==> src/rtl/gb_timer.sv <==
// gb_timer: memory-mapped DIV/TIMA/TMA/TAC timer slave.
// A free-running 16-bit divider feeds a selectable tap; falling edges of the
// gated tap increment TIMA. On TIMA overflow the counter reads 00 for
// RELOAD_DELAY clocks, then TMA is loaded and a one-clock interrupt is raised.
module gb_timer #(
  parameter logic [15:0] BASE_ADDR    = 16'hFF04,
  parameter int unsigned RELOAD_DELAY = 4
) (
  input  logic        clock,
  input  logic        reset,
  input  logic [15:0] bus_addr,
  input  logic        bus_wr,
  input  logic [7:0]  bus_wdata,
  output logic [7:0]  bus_rdata,
  output logic        bus_hit,
  output logic        int_timer
);

  localparam int unsigned CNT_W = $clog2(RELOAD_DELAY + 1);
  localparam logic [CNT_W-1:0] CNT_LOAD = CNT_W'(RELOAD_DELAY);
  localparam logic [CNT_W-1:0] CNT_LAST = CNT_W'(1);

  localparam logic [1:0] OFF_DIV  = 2'd0;
  localparam logic [1:0] OFF_TIMA = 2'd1;
  localparam logic [1:0] OFF_TMA  = 2'd2;
  localparam logic [1:0] OFF_TAC  = 2'd3;

  typedef enum logic [1:0] {
    ST_IDLE   = 2'd0,
    ST_DELAY  = 2'd1,
    ST_RELOAD = 2'd2
  } state_t;

  // Architectural state
  logic [15:0]      div_q;
  logic [7:0]       tima_q;
  logic [7:0]       tma_q;
  logic [2:0]       tac_q;
  logic             last_sig_q;
  logic             int_q;
  state_t           state_q;
  logic [CNT_W-1:0] cnt_q;

  // Next-state values
  state_t           state_d;
  logic [CNT_W-1:0] cnt_d;
  logic [7:0]       tima_d;
  logic             int_d;

  // Decode and tick signals
  logic [15:0] offset_c;
  logic        hit_c;
  logic        wr_div_c;
  logic        wr_tima_c;
  logic        wr_tma_c;
  logic        wr_tac_c;
  logic        tap_c;
  logic        sig_c;
  logic        fall_c;

  // Address window decode and per-register write strobes
  always_comb begin
    offset_c  = bus_addr - BASE_ADDR;
    hit_c     = (offset_c[15:2] == 14'd0);
    wr_div_c  = bus_wr & hit_c & (offset_c[1:0] == OFF_DIV);
    wr_tima_c = bus_wr & hit_c & (offset_c[1:0] == OFF_TIMA);
    wr_tma_c  = bus_wr & hit_c & (offset_c[1:0] == OFF_TMA);
    wr_tac_c  = bus_wr & hit_c & (offset_c[1:0] == OFF_TAC);
  end

  // Divider tap selected by TAC, gated by the enable bit; falling edge detect
  always_comb begin
    tap_c = 1'b0;
    unique case (tac_q[1:0])
      2'b00: tap_c = div_q[9];
      2'b01: tap_c = div_q[3];
      2'b10: tap_c = div_q[5];
      2'b11: tap_c = div_q[7];
      default: tap_c = 1'b0;
    endcase
    sig_c  = tac_q[2] & tap_c;
    // DIV clears and TAC writes may also produce an edge here, by design
    fall_c = last_sig_q & ~sig_c;
  end

  // Divider, configuration registers and edge-detect history
  always_ff @(posedge clock or posedge reset) begin
    if (reset) begin
      div_q      <= 16'h0000;
      tma_q      <= 8'h00;
      tac_q      <= 3'b000;
      last_sig_q <= 1'b0;
    end else begin
      div_q      <= wr_div_c ? 16'h0000 : div_q + 16'd1;
      last_sig_q <= sig_c;
      if (wr_tma_c) begin
        tma_q <= bus_wdata;
      end
      if (wr_tac_c) begin
        tac_q <= bus_wdata[2:0];
      end
    end
  end

  // Reload state machine: state, delay counter, TIMA and interrupt registers
  always_ff @(posedge clock or posedge reset) begin
    if (reset) begin
      state_q <= ST_IDLE;
      cnt_q   <= '0;
      tima_q  <= 8'h00;
      int_q   <= 1'b0;
    end else begin
      state_q <= state_d;
      cnt_q   <= cnt_d;
      tima_q  <= tima_d;
      int_q   <= int_d;
    end
  end

  // Next-state logic: increment, overflow, delayed TMA reload and interrupt
  always_comb begin
    state_d = state_q;
    cnt_d   = cnt_q;
    tima_d  = tima_q;
    int_d   = 1'b0;
    unique case (state_q)
      ST_IDLE: begin
        if (wr_tima_c) begin
          // A CPU write beats a simultaneous increment
          tima_d = bus_wdata;
        end else if (fall_c) begin
          if (tima_q == 8'hFF) begin
            tima_d  = 8'h00;
            state_d = ST_DELAY;
            cnt_d   = CNT_LOAD;
          end else begin
            tima_d = tima_q + 8'd1;
          end
        end
      end
      ST_DELAY: begin
        // TIMA holds 00 and ignores ticks; a CPU write aborts the reload
        if (wr_tima_c) begin
          tima_d  = bus_wdata;
          state_d = ST_IDLE;
          cnt_d   = '0;
        end else if (cnt_q == CNT_LAST) begin
          // Load lands on entry to RELOAD so TMA and the pulse show together
          tima_d  = wr_tma_c ? bus_wdata : tma_q;
          int_d   = 1'b1;
          state_d = ST_RELOAD;
          cnt_d   = '0;
        end else begin
          cnt_d = cnt_q - CNT_LAST;
        end
      end
      ST_RELOAD: begin
        // TIMA writes are lost here; a TMA write is forwarded into TIMA
        state_d = ST_IDLE;
        if (wr_tma_c) begin
          tima_d = bus_wdata;
        end
      end
      default: begin
        state_d = ST_IDLE;
        cnt_d   = '0;
      end
    endcase
  end

  // Side-effect-free read mux; FF outside the window
  always_comb begin
    bus_rdata = 8'hFF;
    if (hit_c) begin
      unique case (offset_c[1:0])
        OFF_DIV:  bus_rdata = div_q[15:8];
        OFF_TIMA: bus_rdata = tima_q;
        OFF_TMA:  bus_rdata = tma_q;
        OFF_TAC:  bus_rdata = {5'b11111, tac_q};
        default:  bus_rdata = 8'hFF;
      endcase
    end
  end

  assign bus_hit   = hit_c;
  assign int_timer = int_q;

endmodule
==> config.mk <==
export PLATFORM = sky130hd
export DESIGN_NAME = gb_timer
export DESIGN_NICKNAME = d
export VERILOG_FILES = /design/src/rtl/gb_timer.sv
export SDC_FILE = /design/constraint.sdc
export NUM_CORES = 1
export LEC_CHECK = 0
export ABC_CLOCK_PERIOD_IN_PS = 2300
export BUFFER_PORTS_ARGS = -buffer_cell sky130_fd_sc_hd__buf_2
export CAP_MARGIN = 20
export CELL_PAD_IN_SITES_DETAIL_PLACEMENT = 2
export CELL_PAD_IN_SITES_GLOBAL_PLACEMENT = 2
export CORE_UTILIZATION = 38
export CTS_BUF_LIST = sky130_fd_sc_hd__clkbuf_2 sky130_fd_sc_hd__clkbuf_4 sky130_fd_sc_hd__clkbuf_8
export DETAILED_ROUTE_END_ITERATION = 16
export PLACE_DENSITY_LB_ADDON = 0.1
export SYNTH_ARGS = -nofsm -noshare
export SYNTH_HDL_FRONTEND = slang
export SYNTH_SLANG_ARGS = --single-unit
==> constraint.sdc <==
create_clock -name clock -period 2.3 [get_ports clock]
set_input_delay 0.345 -clock clock [delete_from_list [all_inputs] [get_ports clock]]
set_output_delay 0.345 -clock clock [all_outputs]
set_load 0.01 [all_outputs]
---- Yosys cells after proc, flatten, opt, wreduce, memory -nomap -nowiden ----
Index checks and enable logic that the tools add are counted.
storage, ports and cells
  register bits ........................... 42
  logic and storage cells ................. 72
  input bits .............................. 27
  output and inout bits ................... 10
cells by class
  bitwise operators ....................... 9
  add/subtract/negate cells ............... 4
  reduce and logical (&&, ||, !) cells .... 8
  multiplexer cells ....................... 27
  equality and inequality tests ........... 16
operators with widths
  operator                number
  $mux 8                  8
  $pmux 8 s4              1
  $pmux 8 s3              1
  $add 16x1->16 const B   1
  $mux 16                 1
  $sub 16x16->16 const B  1
  $mux 3                  5
  $logic_not 14->1        1
  $reduce_and 4->1        3
  $eq 2x2->1 const B      5
  $mux 2                  5
  $pmux 3 s3              1
  $add 8x1->8 const B     1
  $eq 8x8->1 const B      1
  $ne 2x2->1 const B      4
  $and 1x1->1             7
  $eq 2x1->1 const B      3
  $logic_not 2->1         3
  $ne 3x3->1 const B      2
  $pmux 1 s4              1
  $pmux 2 s2              1
  $eq 3x1->1 const B      1
  $mux 1                  3
  $reduce_bool 3->1       1
  other kinds (2)         3

---- Depth between registers and ports, before layout ----
Gate-level depths: netlist (run 1).
  depth after elaboration ................. 8
  mapped depth ............................ 8
  mapped depth without buffers ............ 8

---- Worst setup path after synthesis (run 1) ----
OpenSTA, ideal clock, no wires.
  kind .................................... input -> register
  start point ............................. input bus_addr[3]
  end point ............................... register tac_q[0]
  setup time .............................. 0.125 ns
  setup slack ............................. -0.219 ns
  data arrival time ....................... 2.394 ns
  data required time ...................... 2.175 ns
  stages on the path ...................... 6
  path through ............................ or4_4 nor4b_4 a31oi_4 nor3_2 and4_1 mux2_2
on the way
  longest elaborated chain between the ends .. 4
RTL lines
  item                       line  text
  start: declaration         11    input logic [15:0] bus_addr,
  $sub 16x16->16             63    offset_c = bus_addr - BASE_ADDR;
  $logic_not 14->1           64    hit_c = (offset_c[15:2] == 14'd0);
  named net bus_hit          15    output logic bus_hit,
  $and 1x1->1 (2 in series)  68    wr_tac_c = bus_wr & hit_c & (offset_c[1:0] == OFF_TAC);
  end signal: assignment     100   tac_q <= bus_wdata[2:0];
  end: declaration           38    logic [2:0] tac_q;
The timed path passes the listed nets, and every way through them passes these cells.
A chain may end at the register's enable or synchronous reset.

---- Worst setup path in the final report (run 1) ----
  start point ............................. input bus_addr[7]
  end point ............................... output bus_rdata[1]
on the way
  longest elaborated chain between the ends .. 3
RTL lines
  item              line  text
  $sub 16x16->16    63
  $logic_not 14->1  64
  $mux 8            174   if (hit_c) begin
  end: declaration  14    output logic [7:0] bus_rdata,
No other way between the ends.

==> flow_summary.toml, run 1 <==
[outcome]
status = "finished, violations left"
violations = "setup timing"

[setup_path]
crit_buf_inv = 4
crit_path_top_delay_cell = "or4_4"
crit_type = "primary input to output port"
endpoint_kind = "output port"
cp_slowest_stage_delay_ns = 0.58
critPathMostFrequentCell = "buf_6"
path_delay_family = "simple AND/OR/NAND/NOR gates"
cp.required_ns = 1.96
crit_fanout = 5
crit_path_cell_trace = "buf_6, or4_4, nor2_2, nand2_2, buf_4, nor3_4, buf_6, nand2b_1, buf_2"
critPathArrivalTime_ns = 2.16
startpoint_type = "primary input"

[pwr]
p_per_area_nw_per_um2 = 399
ir_drop_uv = 285
p_leak_uw = 0.00172

[drt]
dr.pass1.iters = 4
via_per_inst = 6.38
drc = 0
dr_wl_met2_mm = 7.23
topRoutingLayerUsed = "met4"
wl_per_cell_um = 28.4
num_vias = 3081
routed_wirelength_mm = 13.7
met3_length_um = 639
drtIter0Drc = 164
ant_nets = 0
m1WireLength_mm = 5.18

[timing]
max_slew.worst_pin.slew_ns = 0.777
worst_hold_slack_ns = 0.0686
final_max_slew_viol_count = 0
min_period_ns = 2.50
slew_headroom = 0.479
fin_crit_sh = 1.09
setup_slack_ns = -0.201
fmax_mhz = 400
rsz0062_at_grt = "true"
hold_violations = 0
fin_worst_skew_ns = 0.00989
setup_viol = 29

[floorplanning]
die-area_um2 = 7980
fp.dieH_um = 89.3
coreArea_um2 = 7290
initial_core_util = 0.397
io_pins = 37
rows = 31
die_x_um = 89.3

[run]
maxCapViolCount = 0

[global_routing]
antenna_found_initial = 0
grt_max_degree = 22
grt-ovfl-total = 0
grt_usage = 0.309
grt_pass1_vias = 3235
grt_pass1_wl_mm = 17.8

[yosys]
synth.most_common_cell = "dfrtp_1"
synth-edff-count = 0
synth_common_cells = "dfrtp_1, nand2_1, nor2_1"
synth_top_cell_by_area = "dfrtp_1"
ys_types = 59
async_flop_share = 1.00
yosysSeqAreaShare = 0.363
avgSynthCellArea_um2 = 9.50
netlist_area_um2 = 2900
synth.area.top_cells = "dfrtp_1, mux2_2, nand2_1, xor2_1, ha_1"
synth_seq_cells = 42
mappedNetlistNets = 340
ys_warn_count = 0
synth_ff_type = "dfrtp_1"
syn_inst = 305
synth_top_area_frac = 0.363

[clock_tree]
cts.sink_count = 42
cts.htree.levels = 2
clockBufferDepth = 2
numCtsBuffers = 5
clkLatencyLatePin_ns = 0.32
clk_pin_slew_worst_paths_ns = 0.09
hold_buffers = 0
cts_root_buf = "clkbuf_8"
cts_tree = "yes"

[place]
gp_congestion = 0.848
port-buffer-count = 36
hpwl_mm = 8.11

[layout]
finish.utilization = 0.534
num-nets-final = 418
drive_gt1_frac = 0.385
area_delta_synth_final_pct = 34.4
antenna_cells = 0

[hold_path]
hold_path.class = "primary input to async pin"
metrics by stage:
stage / TNS [ns] / cells / worst slack (ns) / total power (uW) / cell area (um^2)
5_1_grt: -3.98 / 483 / -0.256 / 1600 / 3890
3_3_place_gp: -12.03 / 466 / -0.353 / 957 / 3470
2_1_floorplan: -0.675 / 305 / -0.0871 / 878 / 2940
4_1_cts: -3.28 / 479 / -0.185 / 1520 / 3690
6_report: -2.60 / 483 / -0.201 / 1550 / 3890
3_5_place_dp: -15.39 / 466 / -0.446 / 966 / 3470
sequential cells by signal, summed over array words and instances, names as in the netlist:
| name | flops |
|---|---|
| tma_q | 8 |
| tima_q | 8 |
| state_q | 2 |
| cnt_q | 3 |
| last_sig_q | 1 |
| div_q | 16 |
| tac_q | 3 |
| int_timer | 1 |
path summary, 6_finish.rpt:
path	end	cells after the start	slack, ns	start
worst max-delay path	bus_rdata[1]	9	-0.20	bus_addr[7]
worst min-delay path	tma_q[3]	2	0.07	reset
worst max register to register	tima_q[2]	7	-0.07	state_q[1]
worst min register to register	cnt_q[1]	1	0.55	cnt_q[1]
max in group asynchronous	tima_q[7]	3	1.62	reset
min in group clock	tma_q[4]	2	0.33	bus_wdata[4]
logic make-up after synthesis:
group,Yosys count,synth area share
and+or+nand+nor,119,0.214
AOI/OAI and AO/OA,70,0.184
adders and majority gates,8,0.0346
DFF,42,0.363
xor gates and xnor gates,22,0.0665
buffers and inverters,19,0.0264
muxes,25,0.112
power by group:
part	total (uW)	switching [uW]	internal, uW
combinational	219	129	90.1
sequential	781	24.2	757
clock	554	294	261
cells in the final DEF, fill, tap and decap left out, types with 7 or more instances in the layout:
| cell type | count |
|---|---|
| ha_1 | 8 |
| nor2_1 | 24 |
| xor2_1 | 14 |
| a211oi_1 | 10 |
| a21oi_1 | 9 |
| buf_2 | 32 |
| inv_1 | 7 |
| nand2_1 | 32 |
| and3_1 | 7 |
| mux2_2 | 9 |
| xnor2_1 | 8 |
| mux2_4 | 10 |
| dfrtp_1 | 42 |
| nand3_1 | 14 |
| buf_6 | 10 |
| buf_4 | 37 |
cell type report:
type	count	area, um^2
Timing Repair Buffer	82	616
Tap cell	99	124
Sequential cell	42	1050
Clock buffer	7	90.1
Fill cell	779	3400
Clock inverter	1	8.76
Inverter	8	30.0
Multi-Input combinational cell	244	1970
per-layer routing:
metal / GRT usage / vias up
li1: - / 1295
met1: 0.359 / 1596
met2: 0.575 / 134
met3: 0.0416 / 56
met4: 0.118 / 0
met5: 0 / -
repair_timing:
| action | 4_1_cts | 5_1_grt |
|---|---|---|
| setup endpoints to repair | 35 | 46 |
| setup buffers | 4 | 3 |
| gates resized for setup | 18 | 34 |
| pin swaps | 5 | 14 |
| cloned | 1 | 1 |
Power figures use the tool's default switching activity.
==> run 2: changes to the inputs <==
--- a/config.mk
+++ b/config.mk
@@ -5,7 +5,7 @@
 export SDC_FILE = /design/constraint.sdc
 export NUM_CORES = 1
 export LEC_CHECK = 0
-export ABC_CLOCK_PERIOD_IN_PS = 2300
+export ABC_CLOCK_PERIOD_IN_PS = 2400
 export BUFFER_PORTS_ARGS = -buffer_cell sky130_fd_sc_hd__buf_2
 export CAP_MARGIN = 20
 export CELL_PAD_IN_SITES_DETAIL_PLACEMENT = 2
==> constraint.sdc (replaced) <==
create_clock -name clock -period 2.4 [get_ports clock]
set_input_delay 0.36 -clock clock [delete_from_list [all_inputs] [get_ports clock]]
set_output_delay 0.36 -clock clock [all_outputs]
set_load 0.01 [all_outputs]
==> flow_summary.toml, run 2 (same netlist as run 1, synthesis figures left out) <==
[layout]
stdcell_count = 470
layout_commonest_cell = "dfrtp_1"
largestRegisters = "div_q (16), tima_q (8), tma_q (8)"
fillers = 800
multi_input_area_um2 = 1850
area_delta_synth_final_pct = 24.6
drive_gt1_frac = 0.334
num-nets-final = 405
largest-register = "div_q"
fin_area_um2 = 3610
regArea_um2 = 1050
largest_register_ffs = 16
antenna_cells = 0
layout_common_cells = "dfrtp_1, nand2_1, buf_2, buf_4, nor2_1"

[drt]
ant_nets = 0
drtIter0Drc = 161
wl_per_cell_um = 24.8
drc = 0
dr.pass1.iters = 4
routed_wirelength_mm = 11.7
num_vias = 2894
via_per_inst = 6.16

[setup_path]
r2r-start = "state_q[0]"
reg2regPathDepth = 7
path_delay_family = "simple AND/OR/NAND/NOR gates"
crit_path_top_delay_cell = "or4_4"
critPathMostFrequentCell = "buf_2"
startpoint = "bus_addr[7]"
startpoint_type = "primary input"
crit_path_cell_trace = "buf_2, or4_4, or3_4, a31oi_4, nor3_4, buf_12, nand2b_1, buf_2"
cp.required_ns = 2.04
crit_buf_inv = 3
cp_slowest_stage_delay_ns = 0.59
crit_fanout = 10
crit_type = "primary input to output port"
critPathArrivalTime_ns = 2.14
r2r-end = "tima_q[7]"
rrSetupSlack_ns = 0.05
endpoint_kind = "output port"

[pwr]
internal_power_uw = 1000
p_leak_uw = 0.00155
ir_drop_uv = 296
seq_power_share = 0.529
switchingPower_uw = 412
p_per_area_nw_per_um2 = 392
pwr-share-clk = 0.346
p_sw_frac = 0.291
power_frac_comb = 0.125

[floorplanning]
io_pins = 37
die-area_um2 = 7980
die_x_um = 89.3
coreArea_um2 = 7290
fp.dieH_um = 89.3
initial_core_util = 0.397
rows = 31

[clock_tree]
clk_pin_slew_worst_paths_ns = 0.09
clockBufferDepth = 2
cts_tree = "yes"
clkLatencyLatePin_ns = 0.31
cts.htree.levels = 2
cts_root_buf = "clkbuf_8"
cts.sink_count = 42
numCtsBuffers = 5

[global_routing]
grt-ovfl-total = 0
grt_max_degree = 18
grt_pass1_vias = 3145
grt_usage = 0.286
grt_pass1_wl_mm = 16.6
antenna_found_initial = 0

[timing]
max_slew.worst_pin.slew_ns = 0.701
min_period_ns = 2.50
rsz0062_at_grt = "true"
setup_viol = 17
final_max_slew_viol_count = 0
fin_crit_sh = 1.04
worst_hold_slack_ns = 0.0406
fin_worst_skew_ns = 0.0144
setup_slack_ns = -0.0957
fmax_mhz = 401
slew_headroom = 0.533
hold_violations = 0

[place]
hpwl_mm = 7.80
gp_congestion = 0.835
dp_cells = 460
port-buffer-count = 36
placed_area_um2 = 3410

[outcome]
status = "finished, violations left"
violations = "setup timing"

[run]
maxCapViolCount = 0

[hold_path]
hold_path.class = "primary input to async pin"
-- run 2: cell count changes in the layout (fill, tap and decap cells not counted), moves of 3 or more --
cell,before,now
mux2_2,9,19
mux2_4,10,0
buf_6,10,2
buf_4,37,31
nand2_1,32,35
o21ai_0,6,9
o21ai_2,3,0
o41ai_1,0,3
-- run 2: cell type report --
type / count / share of cell area
multi-input cells: 244 / 0.513
flip-flops and latches: 42 / 0.291
repair buffers: 69 / 0.129
well taps: 99 / 0.0343
clock buffers: 5 / 0.0191
inverters: 8 / 0.00832
clock inverters: 3 / 0.00520
-- run 2: how the worst max path moves through the flow --
stage | to | slack [ns] | depth (start not counted)
2_1_floorplan | tima_q[5] | -0.01 | 6
3_3_place_gp | tma_q[1] | -0.29 | 9
3_5_place_dp | tma_q[0] | -0.37 | 9
4_1_cts | bus_rdata[2] | -0.07 | 8
5_1_grt | bus_rdata[7] | -0.14 | 8
6_report | bus_rdata[2] | -0.1 | 8
-- run 2: layer usage --
metal / GRT usage / share of wire / up-vias
met5: 0 / 0 / -
met4: 0.111 / 0.031 / 0
met3: 0.0480 / 0.035 / 33
met2: 0.526 / 0.54 / 91
met1: 0.330 / 0.39 / 1509
li1: - / - / 1261
-- run 2: stage by stage --
step                      utilization  setup TNS [ns]  setup WS [ns]  power (uW)
after floorplan                     -         -0.0507        -0.0133         841
after global routing            0.495           -2.77         -0.143        1470
final                           0.495          -0.828        -0.0957        1410
after global placement          0.468           -8.34         -0.289         914
after detailed placement        0.468          -10.77         -0.365         922
after CTS                       0.483          -0.522        -0.0668        1420
-- run 2: repair_timing --
item / CTS / global route
pin swaps: 2 / 4
gates resized for setup: 1 / 14
cloned: 0 / 0
hold buffers: 0 / 0
buffers inserted: 2 / 2
setup endpoints to repair: 18 / 45
-- run 2: power by group through the flow --
stage / registers, uW / clock network (uW) / logic (uW)
finish: 748 / 489 / 177
CTS: 748 / 503 / 164
floorplan: 753 / 0 / 87.4
detailed placement: 761 / 0 / 161
global placement: 759 / 0 / 154
global route: 750 / 524 / 192
==> run 3: changes to the inputs <==
--- a/config.mk
+++ b/config.mk
@@ -14,6 +14,8 @@
 export CTS_BUF_LIST = sky130_fd_sc_hd__clkbuf_2 sky130_fd_sc_hd__clkbuf_4 sky130_fd_sc_hd__clkbuf_8
 export DETAILED_ROUTE_END_ITERATION = 16
 export PLACE_DENSITY_LB_ADDON = 0.1
+export RECOVER_POWER = 25
+export SLEW_MARGIN = 5
 export SYNTH_ARGS = -nofsm -noshare
 export SYNTH_HDL_FRONTEND = slang
 export SYNTH_SLANG_ARGS = --single-unit
==> flow_summary.toml, run 3 (same netlist as run 1, synthesis figures left out) <==
[clock_tree]
cts.sink_count = 42
clkLatencyLatePin_ns = 0.31
hold_buffers = 0
cts_tree = "yes"
clockBufferDepth = 2
cts_root_buf = "clkbuf_8"
numCtsBuffers = 5
cts.htree.levels = 2
clk_pin_slew_worst_paths_ns = 0.09

[timing]
min_period_ns = 2.50
worst_hold_slack_ns = 0.0394
fin_worst_skew_ns = 0.0122
fin_crit_sh = 1.04
hold_violations = 0
max_slew.worst_pin.slew_ns = 0.795
setup_viol = 15
fmax_mhz = 401
rsz0062_at_grt = "true"
final_max_slew_viol_count = 0
setup_slack_ns = -0.0958
slew_headroom = 0.470

[floorplanning]
io_pins = 37
rows = 31
die-area_um2 = 7980
initial_core_util = 0.397
die_x_um = 89.3
fp.dieH_um = 89.3
coreArea_um2 = 7290

[layout]
finish.utilization = 0.494
drive_gt1_frac = 0.332
largest-register = "div_q"
fillers = 802
num-nets-final = 405
regArea_um2 = 1050
multi_input_area_um2 = 1850
largestRegisters = "div_q (16), tima_q (8), tma_q (8)"
largest_register_ffs = 16
layout_commonest_cell = "dfrtp_1"
antenna_cells = 0
layout_common_cells = "dfrtp_1, nand2_1, buf_2, buf_4, nor2_1"
fin_area_um2 = 3600
area_delta_synth_final_pct = 24.4

[global_routing]
grtUsageMet1 = 0.330
use_met2 = 0.526
grt_usage = 0.286
grt-ovfl-total = 0
grt_pass1_wl_mm = 16.6
grtUsageMet3 = 0.0480
grt_most_used_layer = "met2"
grt_max_degree = 18
antenna_found_initial = 0
grt_pass1_vias = 3145

[setup_path]
crit_path_top_delay_cell = "or4_4"
r2r-end = "tima_q[7]"
crit_path_cell_trace = "buf_2, or4_4, or3_4, a31oi_4, nor3_4, buf_12, nand2b_1, buf_2"
startpoint_type = "primary input"
endpoint_kind = "output port"
crit_fanout = 10
crit_type = "primary input to output port"
r2r-start = "state_q[0]"
critPathMostFrequentCell = "buf_2"
cp.required_ns = 2.04
reg2regPathDepth = 7
cp_slowest_stage_delay_ns = 0.59
rrSetupSlack_ns = 0.06
critPathArrivalTime_ns = 2.14

[drt]
ant_nets = 0
num_vias = 2897
via_per_inst = 6.16
drtIter0Drc = 162
routed_wirelength_mm = 11.7
dr.pass1.iters = 4
drc = 0
wl_per_cell_um = 24.8

[pwr]
p_per_area_nw_per_um2 = 392
ir_drop_uv = 296
p_leak_uw = 0.00155

[place]
placed_area_um2 = 3410
hpwl_mm = 7.80
gp_congestion = 0.835
port-buffer-count = 36

[hold_path]
hold_path.class = "primary input to async pin"

[outcome]
violations = "setup timing"
status = "finished, violations left"

[run]
maxCapViolCount = 0
run 3: per-stage QoR:
stage | setup TNS [ns] | worst slack (ns) | total power, uW | instances
final | -0.827 | -0.0958 | 1410 | 470
after global routing | -2.77 | -0.143 | 1460 | 470
after global placement | -8.34 | -0.289 | 914 | 460
after detailed placement | -10.77 | -0.365 | 922 | 460
after floorplan | -0.0507 | -0.0133 | 841 | 305
after CTS | -0.522 | -0.0668 | 1420 | 469
run 3: metal layers:
| metal | part of all wire | vias up |
|---|---|---|
| li1 | - | 1261 |
| met1 | 0.39 | 1518 |
| met2 | 0.54 | 81 |
| met3 | 0.035 | 37 |
| met4 | 0.034 | 0 |
| met5 | 0 | - |
run 3: worst max path at each step:
stage           startpoint  slack, ns      endpoint
2_1_floorplan  bus_addr[3]      -0.01     tima_q[5]
3_3_place_gp   bus_addr[3]      -0.29      tma_q[1]
3_5_place_dp   bus_addr[3]      -0.37      tma_q[0]
4_1_cts        bus_addr[3]      -0.07  bus_rdata[2]
5_1_grt        bus_addr[7]      -0.14  bus_rdata[7]
6_report       bus_addr[7]       -0.1  bus_rdata[2]
run 3: report_power, final:
part           switching [uW]  internal [uW]  leakage, uW
combinational             106           70.5     0.000974
clock                     283            206    0.0000483
sequential               22.4            726     0.000526
total                     412           1000      0.00155
run 3: repair_timing:
action                                 4_1_cts  5_1_grt
setup endpoints to repair                   18       45
endpoints found under the hold margin        0        0
buffers inserted                             2        2
resized for setup                            1       14
pin swaps                                    2        4
run 3: layout make-up:
type                    instances  share of cell area
multi-input cells             244               0.513
flip-flops and latches         42               0.292
repair buffers                 69               0.128
well taps                      99              0.0344
clock buffers                   5              0.0191
inverters                       8             0.00833
clock inverters                 3             0.00521
run 3: critical path: cells and delay by family:
family,cells,cell delay [ns]
AND/OR/NAND/NOR,4,1.13
buffers and inverters,3,0.38
AO/OA/AOI/OAI,1,0.25
